===== src/rtl/image_pixel_streamer.sv =====
// image_pixel_streamer: reads an int8 frame from a synchronous-read memory
// in row-major order, optionally surrounds it with a zero border of PAD
// pixels, and emits one pixel per clock on a valid-only stream that the
// consumer can stall. A one-entry skid keeps the read in flight during a
// stall from being lost.
module image_pixel_streamer #(
  parameter int IMG_W  = 96,
  parameter int IMG_H  = 96,
  parameter int PAD    = 0,
  parameter int ADDR_W = 16
) (
  input  logic              clk,
  input  logic              reset,
  input  logic              start,
  input  logic [ADDR_W-1:0] base_addr,
  input  logic              stall_in,
  output logic              mem_rd_en,
  output logic [ADDR_W-1:0] mem_addr,
  input  logic [7:0]        mem_rdata,
  output logic              valid_out,
  output logic [7:0]        pixel_out,
  output logic              busy,
  output logic              done
);

  localparam int OW      = IMG_W + 2 * PAD;
  localparam int OH      = IMG_H + 2 * PAD;
  localparam int MAX_DIM = (OW > OH) ? OW : OH;
  localparam int CNT_W   = $clog2(MAX_DIM) + 1;

  localparam logic [CNT_W-1:0] COL_LAST = CNT_W'(OW - 1);
  localparam logic [CNT_W-1:0] ROW_LAST = CNT_W'(OH - 1);
  localparam logic [CNT_W-1:0] PAD_C    = CNT_W'(PAD);
  localparam logic [CNT_W-1:0] IMG_W_C  = CNT_W'(IMG_W);
  localparam logic [CNT_W-1:0] IMG_H_C  = CNT_W'(IMG_H);

  typedef enum logic [1:0] {
    S_IDLE  = 2'd0,
    S_RUN   = 2'd1,
    S_DRAIN = 2'd2
  } state_t;

  state_t            state_reg;
  logic [CNT_W-1:0]  col_reg;
  logic [CNT_W-1:0]  row_reg;
  logic [ADDR_W-1:0] rd_addr_reg;
  logic              busy_reg;
  logic              done_reg;

  // Position issued last cycle: its memory data (or pad) is on mem_rdata now.
  logic              pend_valid_reg;
  logic              pend_pad_reg;

  // One-entry skid for data that returns while the consumer is stalled.
  logic              skid_valid_reg;
  logic              skid_pad_reg;
  logic [7:0]        skid_data_reg;

  // Output register feeding the stream.
  logic              out_valid_reg;
  logic [7:0]        out_data_reg;

  logic [CNT_W-1:0]  col_off;
  logic [CNT_W-1:0]  row_off;
  logic              interior;
  logic              issue;
  logic              rd_fire;
  logic              last_pos;
  logic              last_consumed;
  logic [7:0]        ret_pixel;
  logic [7:0]        skid_pixel;

  // Offsets wrap to large values above the top/left border, so a single
  // unsigned compare per axis classifies the position as interior or pad.
  assign col_off  = col_reg - PAD_C;
  assign row_off  = row_reg - PAD_C;
  assign interior = (col_off < IMG_W_C) && (row_off < IMG_H_C);

  assign issue    = (state_reg == S_RUN) && !stall_in;
  assign rd_fire  = issue && interior;
  assign last_pos = (col_reg == COL_LAST) && (row_reg == ROW_LAST);

  // Nothing in flight or in the skid, and the held pixel is consumed now.
  assign last_consumed = (state_reg == S_DRAIN) && out_valid_reg && !stall_in &&
                         !pend_valid_reg && !skid_valid_reg;

  assign ret_pixel  = pend_pad_reg ? 8'd0 : mem_rdata;
  assign skid_pixel = skid_pad_reg ? 8'd0 : skid_data_reg;

  // Interior pixels are contiguous in memory, so the read address is just a
  // running pointer from base_addr that advances on every read.
  assign mem_rd_en = rd_fire;
  assign mem_addr  = rd_fire ? rd_addr_reg : '0;
  assign valid_out = out_valid_reg && !stall_in;
  assign pixel_out = out_data_reg;
  assign busy      = busy_reg;
  assign done      = done_reg;

  // Frame sequencing: scan counters, read pointer, busy and done pulse.
  always_ff @(posedge clk) begin
    if (reset) begin
      state_reg   <= S_IDLE;
      col_reg     <= '0;
      row_reg     <= '0;
      rd_addr_reg <= '0;
      busy_reg    <= 1'b0;
      done_reg    <= 1'b0;
    end else begin
      done_reg <= 1'b0;
      case (state_reg)
        S_IDLE: begin
          // A start coinciding with the done pulse is deliberately ignored.
          if (start && !done_reg) begin
            state_reg   <= S_RUN;
            busy_reg    <= 1'b1;
            rd_addr_reg <= base_addr;
            col_reg     <= '0;
            row_reg     <= '0;
          end
        end
        S_RUN: begin
          if (!stall_in) begin
            if (interior) begin
              rd_addr_reg <= rd_addr_reg + ADDR_W'(1);
            end
            if (last_pos) begin
              state_reg <= S_DRAIN;
            end else if (col_reg == COL_LAST) begin
              col_reg <= '0;
              row_reg <= row_reg + CNT_W'(1);
            end else begin
              col_reg <= col_reg + CNT_W'(1);
            end
          end
        end
        S_DRAIN: begin
          if (last_consumed) begin
            state_reg <= S_IDLE;
            busy_reg  <= 1'b0;
            done_reg  <= 1'b1;
          end
        end
        default: begin
          state_reg <= S_IDLE;
          busy_reg  <= 1'b0;
        end
      endcase
    end
  end

  // Return path: in-flight tracking, skid capture during stalls, output load.
  always_ff @(posedge clk) begin
    if (reset) begin
      pend_valid_reg <= 1'b0;
      pend_pad_reg   <= 1'b0;
      skid_valid_reg <= 1'b0;
      skid_pad_reg   <= 1'b0;
      skid_data_reg  <= '0;
      out_valid_reg  <= 1'b0;
      out_data_reg   <= '0;
    end else begin
      pend_valid_reg <= issue;
      pend_pad_reg   <= !interior;
      if (stall_in) begin
        // Issue is blocked while stalled, so at most one return lands here.
        if (pend_valid_reg) begin
          skid_valid_reg <= 1'b1;
          skid_pad_reg   <= pend_pad_reg;
          skid_data_reg  <= mem_rdata;
        end
      end else begin
        skid_valid_reg <= 1'b0;
        // The skid is older than anything returning now, so it goes first.
        if (skid_valid_reg) begin
          out_valid_reg <= 1'b1;
          out_data_reg  <= skid_pixel;
        end else if (pend_valid_reg) begin
          out_valid_reg <= 1'b1;
          out_data_reg  <= ret_pixel;
        end else begin
          out_valid_reg <= 1'b0;
        end
      end
    end
  end

endmodule


===== config.mk =====
export PLATFORM = sky130hd
export DESIGN_NAME = image_pixel_streamer
export DESIGN_NICKNAME = d
export VERILOG_FILES = /design/src/rtl/image_pixel_streamer.sv
export SDC_FILE = /design/constraint.sdc
export NUM_CORES = 1
export LEC_CHECK = 0
export BUFFER_PORTS_ARGS = -buffer_cell sky130_fd_sc_hd__buf_2
export CAP_MARGIN = 0
export CORE_MARGIN = 2
export CORE_UTILIZATION = 50
export DETAILED_ROUTE_END_ITERATION = 7
export HOLD_SLACK_MARGIN = 0.15
export PLACE_DENSITY_LB_ADDON = 0.15
export SYNTH_ARGS = -nofsm -noshare
export SYNTH_HDL_FRONTEND = slang
export SYNTH_SLANG_ARGS = --single-unit

===== constraint.sdc =====
create_clock -name clk -period 1.7 [get_ports clk]
set_input_delay 0.34 -clock clk [delete_from_list [all_inputs] [get_ports clk]]
set_output_delay 0.34 -clock clk [all_outputs]
set_load 0.005 [all_outputs]

Yosys cells after proc, flatten, opt, wreduce, memory -nomap -nowiden
Cells that the tools add are included.
Word-level totals
  bits of input ports: 28
  bits in registers: 57
  logic and storage cells: 88
Operators by class
  bitwise gates (word level): 3
  reductions and logical operators: 27
  mux-type cells: 29
  magnitude comparators: 2
  $add $sub $neg: 3
  equality and inequality tests: 11
Operators by type and width (count)
  8-bit 2-to-1 mux: 11
  16-bit 2-to-1 mux: 4
  16-bit one-hot mux with 2 select lines: 1
  8-bit one-hot mux with 2 select lines: 2
  16-bit by 1-bit adder with 16-bit output (second input constant): 1
  8-bit by 1-bit adder with 8-bit output (second input constant): 2
  8-bit by 7-bit equality test with 1-bit output (second input constant): 2
  8-bit by 7-bit < comparator with 1-bit output (second input constant): 2
  2-bit inequality test (second input constant): 6
  4-bit AND reduction: 3
  1-bit logical AND: 10
  2-bit 2-to-1 mux: 4
  2-bit one-hot mux with 3 select lines: 1
  1-bit zero test: 5
  1-bit 2-to-1 mux: 5
  5-bit AND reduction: 1
  2-bit AND reduction: 2
  2-bit nonzero test: 2
  2-bit OR reduction: 2
  1-bit inverter: 3
  1-bit one-hot mux with 3 select lines: 1
  3-bit AND reduction: 1
  2-bit by 1-bit equality test with 1-bit output (second input constant): 1
  2-bit equality test (second input constant): 1
  other kinds (2): 2

Logic depth before layout (Yosys ltp)
Gate-level depths: netlist (run 1).
  word-level depth: 7
  gate-level depth with buffers: 7

Worst setup path after synthesis (run 1)
Ideal clock, no wire load.
  kind: input-to-output
  start point: in stall_in
  end point: out mem_addr[10]
  buffers on the path: 3
  path slack: -0.116 ns
  cell stages on the path: 6
  required time: 1.360 ns
  arrival time: 1.476 ns
  path through: buf_2 > nor3b_2 > and3_1 > clkbuf_1 > clkbuf_1 > and2_1
Between the ends
  word-level cells in the longest chain between the ends: 4
Ends and longest elaborated chain
  start, declared: line 16  | input logic stall_in,
  1-bit zero test
  1-bit logical AND: line 79  | assign issue = (state_reg == S_RUN) && !stall_in;
  1-bit logical AND: line 80  | assign rd_fire = issue && interior;
  via mem_rd_en: line 17  | output logic mem_rd_en,
  16-bit 2-to-1 mux: line 93  | assign mem_addr = rd_fire ? rd_addr_reg : '0;
  end, declared: line 18  | output logic [ADDR_W-1:0] mem_addr,
The timed path passes the listed nets, and every way through them passes these cells.

Worst setup path in the final report (run 1)
  start point: reg row_reg[5]
  end point: out mem_addr[10]
Between the ends
  word-level cells in the longest chain between the ends: 4
Ends and longest elaborated chain
  start, declared: line 45  | logic [CNT_W-1:0] row_reg;
  start signal, assigned: line 130  | row_reg <= row_reg + CNT_W'(1);
  8-bit by 7-bit < comparator with 1-bit output: line 77  | assign interior = (col_off < IMG_W_C) && (row_off < IMG_H_C);
  1-bit logical AND: line 77
  1-bit logical AND: line 80
  16-bit 2-to-1 mux: line 93
Every way passes these cells.

==> results.json, run 1 <==
{
  "run_status": "complete, but fails checks",
  "violations": "negative setup slack",
  "fp.dieW_um": 81.7,
  "period_share_pct": 111,
  "min_path_type": "in2reg",
  "clock_skew_ns": 0.00808,
  "clock_tree.root_cell": "clkbuf_8",
  "gp_congestion": 0.877,
  "post_layout_worst_setup_margin_ns": -0.192,
  "worst_slew_pin_slew_ns": 0.356,
  "setup.worst_path.start_class": "flop",
  "drt.antenna.violating_nets": 0,
  "antenna_found_initial": 0,
  "ys_top_cells_by_area": "dfxtp_1, a21oi_1, nand2_1",
  "first_pass_grt_wire_length_um": 13800,
  "clock_sinks": 57,
  "top_level_ports": 56,
  "timing.final.max_slew_violations": 0,
  "synth_fa_ha_area_share_pct": 1.24,
  "mappedNetlistArea_um2": 3020,
  "largest_net_degree_at_the_start_of_global_routing": 35,
  "cts.reportedPaths.clkPinSlew_ns": 0.07,
  "synth_top_family_by_area": "simple AND/OR/NAND/NOR gates",
  "grt_pass1_vias": 2996,
  "pre_cts_ws_ns": -0.0634,
  "grt.overflow.total": 0,
  "max_cap_viol_count": 0,
  "yosysUniqueCellTypes": 53,
  "mapped_cells": 384,
  "metal3_wl_um": 551,
  "number_of_hold_repair_buffers_added_at_the_cts_stage": 0,
  "largest_register_ffs": 16,
  "finalHoldWorstSlack_ns": 0.260,
  "number_of_clock_buffers_inserted_by_tritoncts": 9,
  "area_delta_synth_final_pct": 42.7,
  "dp_hpwl_um": 5800,
  "diode_insertion_count_for_antenna_repair": 0,
  "worstPathArrival_ns": 1.55,
  "synth.mux.area_fraction_pct": 0.704,
  "avgViaCountPerCell": 5.96,
  "postSynth.asyncResetShare_pct": 0,
  "design.final.nets": 520,
  "synth-seq-area-share_pct": 37.8,
  "max_clock_freq_mhz": 529,
  "number_of_flops_mapped_to_enable_cells_by_yosys": 0,
  "path_class": "reg2out",
  "final_cell_mix": "buf_4, dfxtp_1, buf_2, nand2_1, a21oi_1",
  "finish.cell_count_without_fillers": 569,
  "port-buffer-count": 55,
  "ys.warnings.count": 0,
  "synthDominantCellAreaShare_pct": 37.8,
  "cts_max_level": 3,
  "finalWirelength_um": 9010,
  "grt_setup_unrepaired": "yes",
  "placement_rows": 28,
  "cts.path.max_buffers": 2,
  "drc_errors_left": 0,
  "hold_viol": 0,
  "synthDominantAreaCellType": "dfxtp_1",
  "fillCellCount": 471,
  "compound_gate_portion_of_the_synthesized_area_pct": 25.8,
  "clk-insertion-delay-late_ns": 0.35,
  "fp.coreArea_um2": 5890,
  "slew_headroom_pct": 76.2,
  "period_minus_slack_ns": 1.89,
  "simple_gate_portion_of_the_synthesized_area_pct": 29.8,
  "routed-via-count": 3391,
  "worst_ir_drop_vdd_mv": 0.610,
  "synth_nets": 415,
  "cts_tree": "built",
  "syn-mean-instance-area_um2": 7.87,
  "layout_cells_sized_above_1_pct": 38.1,
  "timing.critical_path.required_ns": 1.36,
  "ys_ff_latch": 57,
  "numPlacedInstances": 546,
  "routedWlPerCell_um": 15.8,
  "grt.total_usage_pct": 26.9,
  "wl_met2_um": 4470,
  "die-height_um": 81.7,
  "powerDensity_nw_per_um2": 843,
  "critical_path_peak_fanout": 5,
  "layout_commonest_cell": "buf_4",
  "detail_route.iter0.violations": 241,
  "synthFlopType": "dfxtp_1",
  "post_synth_xor_area_fraction_pct": 0.290,
  "area_of_the_die_um2": 6680,
  "cp-end-kind": "output port",
  "highest_layer": "met4",
  "met1Wirelength_um": 3750,
  "fin_setup_tns_ns": -2.98,
  "finalCoreUtilization_pct": 73.2,
  "setup_violations": 19,
  "initial_utilization_pct": 51.3,
  "number_of_detailed_routing_iterations_run_before_antenna_repair": 5,
  "p_leak_nw": 1.82
}
## layer usage
layer  up-vias  global-route usage, %
met5         -                      0
met4         0                   12.5
met3        24                   5.93
met2       139                   45.4
met1      1597                   32.6
li1       1631                      -
## Yosys cell counts (2+ instances only)
cell,instances
a211oi_1,13
or3_1,3
dfxtp_1,57
buf_1,4
o21ai_0,16
inv_1,6
o31ai_1,3
nand2_1,37
nor2_1,33
a32o_1,2
a22o_1,3
o21bai_1,2
a221oi_1,2
a21oi_1,36
a211o_1,3
o32ai_1,2
and2_1,19
nor3b_1,12
nand2b_1,4
a311oi_1,2
a21o_1,5
nand4_1,4
and3_1,10
and4_1,3
clkbuf_1,17
nand3_1,22
buf_2,6
nor2b_1,3
ha_1,3
or2_2,2
a31oi_1,17
o21a_1,3
nor3_1,10
## path summary, 6_finish.rpt
path | slack [ns] | from | cells past startpoint | to
hold reg to reg | 0.46 | skid_data_reg[0] | 2 | skid_data_reg[0]
setup / recovery | -0.19 | row_reg[5] | 5 | mem_addr[10]
setup reg to reg | -0.03 | state_reg[0] | 7 | row_reg[5]
hold / removal | 0.26 | mem_rdata[5] | 3 | skid_data_reg[5]
## final cells by class
| class | count | area (um2) | area share, % |
|---|---|---|---|
| Multi-Input combinational cell | 296 | 1930 | 44.7 |
| Timing Repair Buffer | 119 | 843 | 19.6 |
| Clock buffer | 12 | 165 | 3.83 |
| Clock inverter | 4 | 97.6 | 2.26 |
| Inverter | 6 | 25.0 | 0.581 |
| Sequential cell | 57 | 1160 | 26.8 |
| Tap cell | 75 | 93.8 | 2.18 |
## critical path, cell delays in order (launching register included)
cell	delay, ns
dfxtp_2	0.32
a211oi_2	0.21
buf_4	0.18
and3_4	0.24
and2_4	0.16
buf_6	0.09
## power by group
group / switching (mW) / internal, mW / total, mW
registers: 0.0512 / 1.39 / 1.44
logic: 0.275 / 0.256 / 0.530
clock network: 0.565 / 1.09 / 1.66
total: 0.891 / 2.74 / 3.63
## repair_timing
action                     4_1_cts  5_1_grt
setup buffers                    3        5
cloned                           2        0
pin swaps                       15       15
setup endpoints to repair       28       42
resized for setup               24       40
## per-stage QoR
step           power (mW)  area, um2
3_3_place_gp         1.93       3770
4_1_cts              3.61       4130
3_5_place_dp         1.94       3770
6_report             3.63       4310
5_1_grt              3.77       4310
2_1_floorplan        1.73       3030
## logic make-up after synthesis
family          after synthesis
compound gates              118
simple gates                170
fa+ha+maj                     3
mux                           2
buf+inv                      33
flops                        57
xor+xnor                      1
Note: power is estimated with default switching activity, not from simulation.
==> inputs of run 2 (changes only) <==
CORE_UTILIZATION = 55   (was 50)
TNS_END_PERCENT = 30   (was unset)
clock period = 1.9 ns   (was 1.7 ns; I/O delays follow)
==> results.json, run 2 (synthesized netlist as in run 1, its figures left out) <==
{
  "number_of_clock_buffers_inserted_by_tritoncts": 9,
  "first_pass_grt_wire_length_um": 13000,
  "grt.total_usage_pct": 26.2,
  "layout_commonest_cell": "buf_2",
  "worstPathArrival_ns": 1.63,
  "detail_route.iter0.violations": 207,
  "period_share_pct": 106,
  "max_cap_viol_count": 0,
  "cts.reportedPaths.clkPinSlew_ns": 0.07,
  "cts.path.max_buffers": 2,
  "final_cell_mix": "buf_2, dfxtp_1, nand2_1, a21oi_1, nor2_1",
  "rr_startpoint": "col_reg[0]",
  "top_level_ports": 56,
  "worst_ir_drop_vdd_mv": 0.635,
  "powerDensity_nw_per_um2": 804,
  "design.final.nets": 481,
  "routedWlPerCell_um": 15.1,
  "finalWirelength_um": 7940,
  "cts_max_level": 3,
  "critical_path_peak_fanout": 17,
  "area_of_the_die_um2": 6100,
  "setup_violations": 16,
  "number_of_detailed_routing_iterations_run_before_antenna_repair": 7,
  "p_leak_nw": 1.57,
  "drt.antenna.violating_nets": 0,
  "routed-via-count": 3144,
  "largest_register_ffs": 16,
  "largest_net_degree_at_the_start_of_global_routing": 54,
  "period_minus_slack_ns": 2.01,
  "regToRegEndpoint": "col_reg[7]",
  "timing.final.max_slew_violations": 0,
  "fp.dieW_um": 78.1,
  "antenna_found_initial": 0,
  "cp-end-kind": "output port",
  "clock_tree.root_cell": "clkbuf_8",
  "path_class": "reg2out",
  "diode_insertion_count_for_antenna_repair": 0,
  "finalCoreUtilization_pct": 73.4,
  "gp_congestion": 0.889,
  "post_layout_worst_setup_margin_ns": -0.114,
  "drc_errors_left": 0,
  "ff2ff_setup_slack_ns": 0.03,
  "clock_skew_ns": 0.00703,
  "hold_viol": 0,
  "fin_setup_tns_ns": -1.43,
  "cts_tree": "built",
  "power_mw": 3.07,
  "fillCellCount": 426,
  "max_clock_freq_mhz": 497,
  "timing.reg2reg.worst_path_depth": 6,
  "numPlacedInstances": 507,
  "timing.critical_path.required_ns": 1.52,
  "port-buffer-count": 55,
  "grt_pass1_vias": 2785,
  "dp_hpwl_um": 5270,
  "violations": "negative setup slack",
  "setup.worst_path.start_class": "flop",
  "fp.coreArea_um2": 5200,
  "clock_sinks": 57,
  "finalHoldWorstSlack_ns": 0.309,
  "worst_setup_path_startpoint": "row_reg[7]",
  "run_status": "complete, but fails checks",
  "clk-insertion-delay-late_ns": 0.33,
  "grt_setup_unrepaired": "yes",
  "placement_rows": 26,
  "avgViaCountPerCell": 5.99,
  "worst_slew_pin_slew_ns": 0.437,
  "die-height_um": 78.1,
  "slew_headroom_pct": 70.6,
  "area_delta_synth_final_pct": 26.5,
  "grt.overflow.total": 0,
  "layout_cells_sized_above_1_pct": 27.7,
  "number_of_hold_repair_buffers_added_at_the_cts_stage": 0,
  "critPathCapture": "mem_addr[2]",
  "initial_utilization_pct": 58.0,
  "min_path_type": "in2reg",
  "finish.cell_count_without_fillers": 525
}
-- run 2: cell count changes in the layout (fill, tap and decap cells not counted), sizes merged --
cell,before,now
and3,12,10
clkinvlp,1,0
clkbuf,12,10
buf,119,82
clkinv,0,3
-- run 2: stage by stage --
stage | area (um2) | worst slack [ns]
global placement | 3500 | -0.00235
finish | 3820 | -0.114
global route | 3820 | -0.171
CTS | 3780 | -0.0472
floorplan | 3020 | 0.00360
detailed placement | 3500 | -0.0881
-- run 2: power by group --
group | leakage, nW | internal (mW) | switching (mW)
logic | 0.978 | 0.180 | 0.215
registers | 0.465 | 1.25 | 0.0488
clock network | 0.126 | 0.900 | 0.483
-- run 2: layout make-up --
type | count | area, um2 | share of cell area, %
clock inverters | 6 | 105 | 2.75
inverters | 6 | 22.5 | 0.590
flip-flops and latches | 57 | 1150 | 30.0
clock buffers | 10 | 138 | 3.60
well taps | 70 | 87.6 | 2.29
repair buffers | 82 | 515 | 13.5
multi-input cells | 294 | 1800 | 47.2
-- run 2: layer usage --
metal / track usage (%) / wire (um)
met1: 34.4 / 3500
met2: 41.7 / 3690
met3: 5.63 / 573
met4: 11.1 / 172
met5: 0 / 0
-- run 2: critical path: stages, from the launching register on --
cell and delay [ns]:
dfxtp_1 0.35, a211oi_2 0.23, buf_4 0.16, and3_4 0.19, buf_12 0.13, and2_1 0.14, buf_2 0.11
-- run 2: worst min path at each step --
stage	startpoint	to	slack, ns	depth (start not counted)
floorplan	skid_pad_reg	skid_pad_reg	0.44	2
global placement	skid_data_reg[1]	skid_data_reg[1]	0.44	2
detailed placement	skid_data_reg[7]	skid_data_reg[7]	0.45	2
CTS	base_addr[1]	rd_addr_reg[1]	0.30	3
global route	mem_rdata[3]	skid_data_reg[3]	0.31	3
finish	mem_rdata[4]	skid_data_reg[4]	0.31	3
-- run 2: timing repair --
| item | 4_1_cts | 5_1_grt |
|---|---|---|
| gates resized for setup | 8 | 13 |
| setup buffers | 2 | 0 |
| pin swaps | 5 | 0 |
| endpoints found under the setup margin | 25 | 36 |
